===== config.mk =====
export PLATFORM = sky130hd
export DESIGN_NAME = thread_regfile
export DESIGN_NICKNAME = d
export VERILOG_FILES = /design/src/rtl/gpu_pkg.sv /design/src/rtl/thread_regfile.sv
export SDC_FILE = /design/constraint.sdc
export NUM_CORES = 1
export LEC_CHECK = 0
export CAP_MARGIN = 0
export CORE_UTILIZATION = 40
export DETAILED_ROUTE_END_ITERATION = 8
export PLACE_DENSITY = 0.63
export SYNTH_ARGS = -nofsm -noshare
export SYNTH_HDL_FRONTEND = slang
export SYNTH_SLANG_ARGS = --single-unit

===== constraint.sdc =====
create_clock -name clk -period 4.7 [get_ports clk]
set_clock_uncertainty 0.05 [all_clocks]
set_input_delay 1.41 -clock clk [delete_from_list [all_inputs] [get_ports clk]]
set_output_delay 1.41 -clock clk [all_outputs]
set_load 0.1 [all_outputs]

===== src/rtl/gpu_pkg.sv =====
// Shared GPU core definitions: core phase encodings, register-file write sources,
// special register indices and NZP flag bit positions.
package gpu_pkg;

  typedef enum logic [2:0] {
    StIdle    = 3'b000,
    StFetch   = 3'b001,
    StDecode  = 3'b010,
    StRequest = 3'b011,
    StWait    = 3'b100,
    StExecute = 3'b101,
    StUpdate  = 3'b110,
    StDone    = 3'b111
  } core_state_e;

  typedef enum logic [1:0] {
    MuxArithmetic = 2'b00,
    MuxMemory     = 2'b01,
    MuxConstant   = 2'b10,
    MuxReserved   = 2'b11
  } reg_input_mux_e;

  localparam int unsigned NUM_REGS       = 16;
  localparam int unsigned NUM_GPR        = 13;
  localparam int unsigned LAST_GPR       = 12;
  localparam int unsigned REG_BLOCK_IDX  = 13;
  localparam int unsigned REG_BLOCK_DIM  = 14;
  localparam int unsigned REG_THREAD_IDX = 15;

  localparam int unsigned NZP_POS  = 2;
  localparam int unsigned NZP_ZERO = 1;
  localparam int unsigned NZP_NEG  = 0;

endpackage


===== src/rtl/thread_regfile.sv =====
// Per-thread register file: R0-R12 general purpose, R13-R15 read-only specials, NZP flags.
// Define REGFILE_ZERO_REG_EN to hardwire R0 to zero.
module thread_regfile
  import gpu_pkg::*;
#(
  parameter int unsigned THREADS_PER_BLOCK = 4,
  parameter int unsigned THREAD_ID         = 0,
  parameter int unsigned DATA_BITS         = 8
) (
  input  logic                 clk,
  input  logic                 reset,
  input  logic                 enable,
  input  logic [DATA_BITS-1:0] block_id,
  input  logic [2:0]           core_state,
  input  logic [3:0]           decoded_rd_address,
  input  logic [3:0]           decoded_rs_address,
  input  logic [3:0]           decoded_rt_address,
  input  logic                 decoded_reg_write_enable,
  input  logic [1:0]           decoded_reg_input_mux,
  input  logic [DATA_BITS-1:0] decoded_immediate,
  input  logic                 decoded_nzp_write_enable,
  input  logic [DATA_BITS-1:0] alu_out,
  input  logic [DATA_BITS-1:0] lsu_out,
  output logic [DATA_BITS-1:0] rs,
  output logic [DATA_BITS-1:0] rt,
  output logic [2:0]           nzp
);

  localparam logic [DATA_BITS-1:0] BlockDim  = DATA_BITS'(THREADS_PER_BLOCK);
  localparam logic [DATA_BITS-1:0] ThreadIdx = DATA_BITS'(THREAD_ID);

  core_state_e    state;
  reg_input_mux_e wr_src;

  assign state  = core_state_e'(core_state);
  assign wr_src = reg_input_mux_e'(decoded_reg_input_mux);

  logic [DATA_BITS-1:0] gpr_q [NUM_GPR];
  logic [DATA_BITS-1:0] block_idx_q;
  logic [DATA_BITS-1:0] rs_q, rt_q;
  logic [2:0]           nzp_q;

  // Architectural view of all 16 registers as seen by the operand read ports.
  logic [DATA_BITS-1:0] reg_view [NUM_REGS];

  always_comb begin
    for (int i = 0; i < NUM_GPR; i++) begin
      reg_view[i] = gpr_q[i];
    end
`ifdef REGFILE_ZERO_REG_EN
    reg_view[0] = '0;
`endif
    reg_view[REG_BLOCK_IDX]  = block_idx_q;
    reg_view[REG_BLOCK_DIM]  = BlockDim;
    reg_view[REG_THREAD_IDX] = ThreadIdx;
  end

  logic rd_writable;

`ifdef REGFILE_ZERO_REG_EN
  assign rd_writable = (decoded_rd_address <= 4'(LAST_GPR)) && (decoded_rd_address != 4'd0);
`else
  assign rd_writable = (decoded_rd_address <= 4'(LAST_GPR));
`endif

  logic [DATA_BITS-1:0] wr_data;
  logic                 wr_src_valid;

  always_comb begin
    wr_data      = '0;
    wr_src_valid = 1'b0;
    unique case (wr_src)
      MuxArithmetic: begin
        wr_data      = alu_out;
        wr_src_valid = 1'b1;
      end
      MuxMemory: begin
        wr_data      = lsu_out;
        wr_src_valid = 1'b1;
      end
      MuxConstant: begin
        wr_data      = decoded_immediate;
        wr_src_valid = 1'b1;
      end
      default: begin
        wr_data      = '0;
        wr_src_valid = 1'b0;
      end
    endcase
  end

  logic reg_wr_en;
  logic nzp_wr_en;

  assign reg_wr_en = (state == StUpdate) && decoded_reg_write_enable && rd_writable &&
                     wr_src_valid;
  assign nzp_wr_en = (state == StUpdate) && decoded_nzp_write_enable;

  // Reads (REQUEST) and writes (UPDATE) never coincide, so no bypass path exists.
  always_ff @(posedge clk) begin
    if (reset) begin
      for (int i = 0; i < NUM_GPR; i++) begin
        gpr_q[i] <= '0;
      end
      block_idx_q <= '0;
      rs_q        <= '0;
      rt_q        <= '0;
      nzp_q       <= 3'b000;
    end else if (enable) begin
      block_idx_q <= block_id;
      if (state == StRequest) begin
        rs_q <= reg_view[decoded_rs_address];
        rt_q <= reg_view[decoded_rt_address];
      end
      if (reg_wr_en) begin
        gpr_q[decoded_rd_address] <= wr_data;
      end
      if (nzp_wr_en) begin
        nzp_q <= alu_out[2:0];
      end
    end
  end

  assign rs  = rs_q;
  assign rt  = rt_q;
  assign nzp = nzp_q;

endmodule


# [Word-level counts from Yosys, hierarchy flattened]
# Memories as Yosys holds them, arrays and structs flattened.
# Cells that the tools add are included.
[totals] register_bits=27 ram_bits=104 inputBits=54 output_inout_bits=19 elab_cells=40 memories=1
[mem_list] name="gpr_q" words=13 width=8 read_ports=13 rd_clocked_by_memory_dff=0 write_ports=13 line_no="thread_regfile.sv:38" source="logic [DATA_BITS-1:0] gpr_q [NUM_GPR];"
[classes] magnitude_cmp=3 eq_ne=4 mux=17 bitwise=2 n_reduce_logical=9
[ops] operator="$bmux W8 S4" n=2
[ops] operator="$mux W8" n=5
[ops] operator="$pmux W8 S3" n=1
[ops] operator="$ge A5 B5 Y1 const B" n=2
[ops] operator="$not A4 Y5" n=2
[ops] operator="$mux W1" n=8
[ops] operator="$reduce_or A8 Y1" n=1
[ops] operator="$le A4 B4 Y1 const B" n=1
[ops] operator="$logic_and A1 B1 Y1" n=4
[ops] operator="$mux W4" n=1
[ops] operator="$reduce_and A2 Y1" n=2
[ops] operator="$eq A3 B2 Y1 const B" n=1
[ops] operator="$eq A3 B3 Y1 const B" n=1
[ops] operator="$reduce_or A3 Y1" n=1
[ops] operator="$eq A2 B1 Y1 const B" n=1
[ops] operator="$eq A2 B2 Y1 const B" n=1
[ops] operator="$logic_not A2 Y1" n=1

# [Longest topological paths before layout]
# Gate-level depths: netlist of the first run.
[logic_depth] ltp_word=10 mapped_depth=8

# [Worst setup path after synthesis of the first run]
# No wires, ideal clock.
[synth_timing] path_kind="input to register" startpoint="input reset" endpoint="memory gpr_q[3][0] (enable)" arrival_time_ps=2705 t_required_ps=4316 slack_ps=1610 cell_stages=5 path_cell_list="buf_2 nand2b_1 nor4b_4 nand3_2 nand2b_1"
[synth_rtl] element="start: declaration" line_no="thread_regfile.sv:11" source="input logic reset,"
[synth_rtl] element="end: declaration" line_no="thread_regfile.sv:38"

==> impl_metrics.json, run 1 <==
{
  "cts_resized": 0,
  "synth-simple-area-share_pct": 16.4,
  "firstDrtPassIters": 5,
  "yosys_warnings": 0,
  "synthAdderAreaFrac_pct": 0,
  "post_drt_wl_per_cell_um": 22.9,
  "synth.area.top_cells": "edfxtp_1 (45%), dfxtp_1 (7.7%), nor2_1 (7.1%), mux4_2 (6.4%), mux2i_1 (5.4%)",
  "dpl-instance-area_um2": 7890,
  "synth_top_family_by_area": "multiplexers",
  "vias": 5187,
  "grt_pass1_wl_mm": 30.8,
  "rsz0062_at_grt": "no",
  "synth_cells": 577,
  "overflow": 0,
  "synth_nets": 631,
  "post-cts-setup-buffers": 0,
  "final_area_um2": 8450,
  "gp_congestion": 0.924,
  "synth_top_area_share_pct": 44.7,
  "cts_sinks": 131,
  "required_ns": 4.74,
  "hold_path.class": "flop to flop",
  "rrSetupSlack_ns": 2.93,
  "ys_seq_elements": 131,
  "synth_compound_area_share_pct": 7.71,
  "irDropWorstVdd_mv": 0.258,
  "ys_types": 56,
  "muxShareOfSynthArea_pct": 19.6,
  "synth_top_area_cell": "edfxtp_1",
  "antenna-diode-count": 0,
  "syn_area_per_cell_um2": 12.1,
  "pin_count": 73,
  "final_layout_size_suffix_gt1_share_pct": 16.6,
  "cp_max_fo": 9,
  "cts_max_level": 4,
  "die_h_um": 134,
  "setup_ws_ns": 1.27,
  "worst_pin_slew_ns": 1.10,
  "clk_latency_ns": 0.43,
  "p_per_area_nw_per_um2": 353,
  "syn2layout_area_growth_pct": 20.9,
  "yosysSeqAreaShare_pct": 52.4,
  "start_util_pct": 41.6,
  "relSlewSlack_pct": 26.8,
  "post-route-drc-count": 0,
  "hpwl_mm": 15.0,
  "tns_ns": 0,
  "period_needed_ns": 3.43,
  "chipWidth_um": 134,
  "postCtsHoldBufs": 0,
  "antenna_found_initial": 0,
  "setup_viol": 0,
  "cts_tree": "built",
  "report.final.slew_viol_count": 0,
  "rows": 47,
  "whs_path_depth": 2,
  "ys_dominant_reg_cell": "edfxtp_1",
  "cp-start-kind": "input port",
  "final_hold_viol_count": 0,
  "fmax_ghz": 0.292,
  "synthXorXnorAreaFrac_pct": 0,
  "power.total_mw": 2.98,
  "crit_slowest_cell": "clkdlybuf4s50_1",
  "path_class": "input port to flop",
  "fin_nets": 696,
  "crit_path_end_kind": "flop",
  "antenna_left": 0,
  "critPathBufInv": 1,
  "dp_slack_ns": 0.853,
  "grt.total_usage_pct": 23.7,
  "postRouteWirelength_mm": 20.0,
  "vias_per_cell": 5.93,
  "ys_async_sr_fraction_pct": 0,
  "final_min_period_over_clock_period_pct": 72.9,
  "dieArea_um2": 18000,
  "outcome": "finished clean",
  "grt_start_max_net_pins": 39,
  "synth_area_um2": 6990,
  "first_iter_violations": 719,
  "cts-root-buf": "clkbuf_16",
  "synth-edff-count": 104,
  "cts.clk_slew.worst_paths_ns": 0.06,
  "crit_path_cell_trace": "clkdlybuf4s50_1 > nand4b_4 > nor4b_4 > nand3_2 > nand2b_1",
  "max_cap_viol_count": 0,
  "grt_pass1_vias": 4914,
  "cts_buffer_depth": 2,
  "reg2reg_depth": 4,
  "crit_family": "simple AND/OR/NAND/NOR gates",
  "io_buffers": 72,
  "leakage_nw": 2.92,
  "critical_path_depth": 5,
  "slowest_delay_ns": 0.69,
  "core-area_um2": 16800,
  "cp.arrival_ns": 3.47,
  "numCtsBuffers": 17
}
-- layout by cell type, fill, tap and decap left out, drive strengths merged, types with 4 or more instances in the layout --
cell,instances
nor2,135
edfxtp,104
clkdlybuf4s50,72
mux2i,38
nand2,34
mux4,32
dfxtp,27
nand2b,20
mux2,20
buf,20
clkbuf,18
o21ai,12
a221oi,10
nor3,10
nor2b,9
a21oi,9
inv,9
o311ai,6
a211o,5
clkinv,5
nand3b,4
a32o,4
o2111ai,4
clkinvlp,4
nand3,4
-- final timing paths --
path,from,end
max reg2reg,gpr_q[7][0]$_SDFFCE_PN0P_,rs[0]$_SDFFE_PP0P_
min reg2reg,rs[0]$_SDFFE_PP0P_,rs[0]$_SDFFE_PP0P_
min,rs[0]$_SDFFE_PP0P_,rs[0]$_SDFFE_PP0P_
max,enable,gpr_q[3][3]$_SDFFCE_PN0P_
-- cells in the mapped netlist (all sizes together) (2+ instances only) --
library cell,number
mux2,20
nor3,10
nand4b,3
nand2b,20
o311ai,6
a21oi,9
clkbuf,20
a211o,5
nor4,2
or2,2
a221oi,10
nand2,34
nand3,4
a221o,3
a32o,4
nand3b,4
inv,5
o211ai,2
nor2b,9
nor3b,2
and2,2
o31ai,2
a211oi,2
mux2i,38
nor2,135
o21ai,12
a2111o,2
or3,2
o2111ai,4
buf,26
edfxtp,104
a31oi,3
dfxtp,27
mux4,32
-- power breakdown --
part	total (mW)	switching (mW)	internal (mW)	leakage (nW)
clock network	1.26	0.526	0.731	0.261
registers	1.35	0.0494	1.30	1.21
logic	0.368	0.207	0.162	1.46
total	2.98	0.782	2.20	2.92
-- state kept, by name (all words and copies together) (netlist names) --
signal	cells
block_idx_q	8
rt	8
rs	8
nzp	3
gpr_q	104
-- through the flow --
| stage | std cells | hold WS (ns) | utilization, % |
|---|---|---|---|
| floorplan | 577 | 0.422 | - |
| global placement | 843 | 0.390 | 46.9 |
| detailed placement | 843 | 0.391 | 46.9 |
| CTS | 875 | 0.401 | 50.2 |
| global route | 875 | 0.420 | 50.2 |
| finish | 875 | 0.395 | 50.2 |
-- cell families (layout without fill, tap and decap cells) --
kind of cell / after synthesis / in the layout
buffers and inverters: 51 / 129
DFF: 131 / 131
AOI/OAI and AO/OA: 71 / 71
muxes: 90 / 90
and+or+nand+nor: 234 / 234
-- worst min-delay path, stage by stage (launching register included) --
cell and delay [ns]:
dfxtp_1 0.31, nand2_1 0.05, nand2_1 0.04
-- layout make-up --
class	count	area [µm²]
inverter	5	18.8
tap	220	275
multi-input combinational	395	3060
clock inverter	14	130
fill	1508	8370
clock buffer	18	429
sequential	131	3660
timing repair buffer	92	871
-- routing by layer --
metal	up-vias	wire length (µm)	track usage, %
met2	323	8910	35.2
met5	-	0	0
li1	2306	-	-
met1	2520	8690	33.5
met4	0	553	10.7
met3	38	1860	4.91
(Power assumes the default switching activity.)
==> run 2, diff against run 1 <==
Settings changed: PLACE_DENSITY 0.63 to 0.65.
Clock period 4.7 ns to 2.95 ns, I/O delays scaled along.
==> impl_metrics.json, run 2 (synthesized netlist as in run 1, its figures left out) <==
{
  "outcome": "finished clean",
  "antenna_found_initial": 0,
  "relSlewSlack_pct": 63.5,
  "cts.clk_slew.worst_paths_ns": 0.06,
  "vias_per_cell": 5.73,
  "multi_input_area_um2": 3060,
  "hold_path.class": "flop to flop",
  "worstHoldStart": "rs[0]$_SDFFE_PP0P_",
  "power.total_mw": 4.97,
  "cp-start-kind": "input port",
  "cts_max_level": 4,
  "post-cts-setup-buffers": 0,
  "cts-root-buf": "clkbuf_16",
  "grt_pass1_vias": 5234,
  "start_util_pct": 41.6,
  "grt_start_max_net_pins": 28,
  "cp_max_fo": 8,
  "hold_ws_ns": 0.400,
  "chipWidth_um": 134,
  "final_common_cell": "nor2_1",
  "rows": 47,
  "final_min_period_over_clock_period_pct": 87.8,
  "path_class": "input port to flop",
  "fin_nets": 739,
  "rsz0062_at_grt": "no",
  "required_ns": 2.99,
  "firstDrtPassIters": 5,
  "rr_startpoint": "gpr_q[7][7]$_SDFFCE_PN0P_",
  "hpwl_mm": 15.9,
  "antenna-diode-count": 0,
  "fin_cells": 918,
  "cp.arrival_ns": 2.63,
  "postRouteWirelength_mm": 20.6,
  "leakage_nw": 3.25,
  "io_buffers": 72,
  "report.final.slew_viol_count": 0,
  "grt.total_usage_pct": 24.5,
  "max_cap_viol_count": 0,
  "gp_congestion": 0.925,
  "cts_resized": 0,
  "dieArea_um2": 18000,
  "first_iter_violations": 458,
  "period_needed_ns": 2.59,
  "fmax_ghz": 0.386,
  "crit_start": "enable",
  "final_layout_size_suffix_gt1_share_pct": 24.6,
  "clk_latency_ns": 0.42,
  "overflow": 0,
  "final_hold_viol_count": 0,
  "dp.cells": 886,
  "ff_latch_area_um2": 3660,
  "grt_pass1_wl_mm": 31.7,
  "tns_ns": 0,
  "cts_tree": "built",
  "cts_sinks": 131,
  "post-route-drc-count": 0,
  "post_drt_wl_per_cell_um": 22.5,
  "layout_common_cells": "nor2_1 (133), edfxtp_1 (104), buf_4 (67)",
  "pin_count": 73,
  "vias": 5259,
  "die_h_um": 134,
  "regMostFlops": "gpr_q",
  "worst_pin_slew_ns": 0.546,
  "antenna_left": 0,
  "core-area_um2": 16800,
  "cts_buffer_depth": 2,
  "irDropWorstVdd_mv": 0.424,
  "nFillCells": 1443,
  "crit_path_end_kind": "flop",
  "numCtsBuffers": 17,
  "syn2layout_area_growth_pct": 28.2,
  "setup_viol": 0,
  "postCtsHoldBufs": 0,
  "largest_reg_flops": 104,
  "postLayoutCoreUtil_pct": 53.3,
  "p_per_area_nw_per_um2": 555
}
[run 2: changes by cell type in the layout (fill, tap and decap cells not counted), sizes merged]
cell / previous run / this run
clkdlybuf4s50: 72 / 53
inv: 9 / 7
buf: 20 / 82
bufinv: 1 / 3
[run 2: worst max-delay path, cell delays in order]
cell and delay, ns:
clkdlybuf4s50_1 0.52, buf_12 0.13, nand4b_4 0.18, nor4_4 0.47
nand2_1 0.13, nand2b_1 0.31
[run 2: metrics by stage]
stage	instance area (µm²)	worst slack [ns]
2_1_floorplan	6990	0.385
4_1_cts	8960	0.359
3_5_place_dp	8350	-0.0742
5_1_grt	8960	0.254
3_3_place_gp	8350	-0.0323
6_report	8960	0.360
[run 2: routing by layer]
metal	global-route usage (%)	part of all wire (%)
met1	33.4	42
met2	36.1	45
met3	6.61	9.3
met4	12.2	4.1
met5	0	0
[run 2: final timing paths]
check | to | slack (ns) | cells past startpoint
min reg2reg | rs[0]$_SDFFE_PP0P_ | 0.40 | 2
max | gpr_q[10][2]$_SDFFCE_PN0P_ | 0.36 | 6
max reg2reg | rs[7]$_SDFFE_PP0P_ | 1.17 | 4
min | rs[0]$_SDFFE_PP0P_ | 0.40 | 2
[run 2: cell type report]
| class | count | area share [%] |
|---|---|---|
| well taps | 220 | 3.07 |
| clock inverters | 14 | 2.01 |
| repair buffers | 135 | 14.9 |
| inverters | 5 | 0.209 |
| clock buffers | 18 | 4.79 |
| flip-flops and latches | 131 | 40.9 |
| multi-input cells | 395 | 34.2 |
[run 2: report_power, final]
part	switching [mW]	total, mW	internal (mW)
logic	0.346	0.651	0.305
clock network	0.829	2.17	1.34
registers	0.0738	2.15	2.08
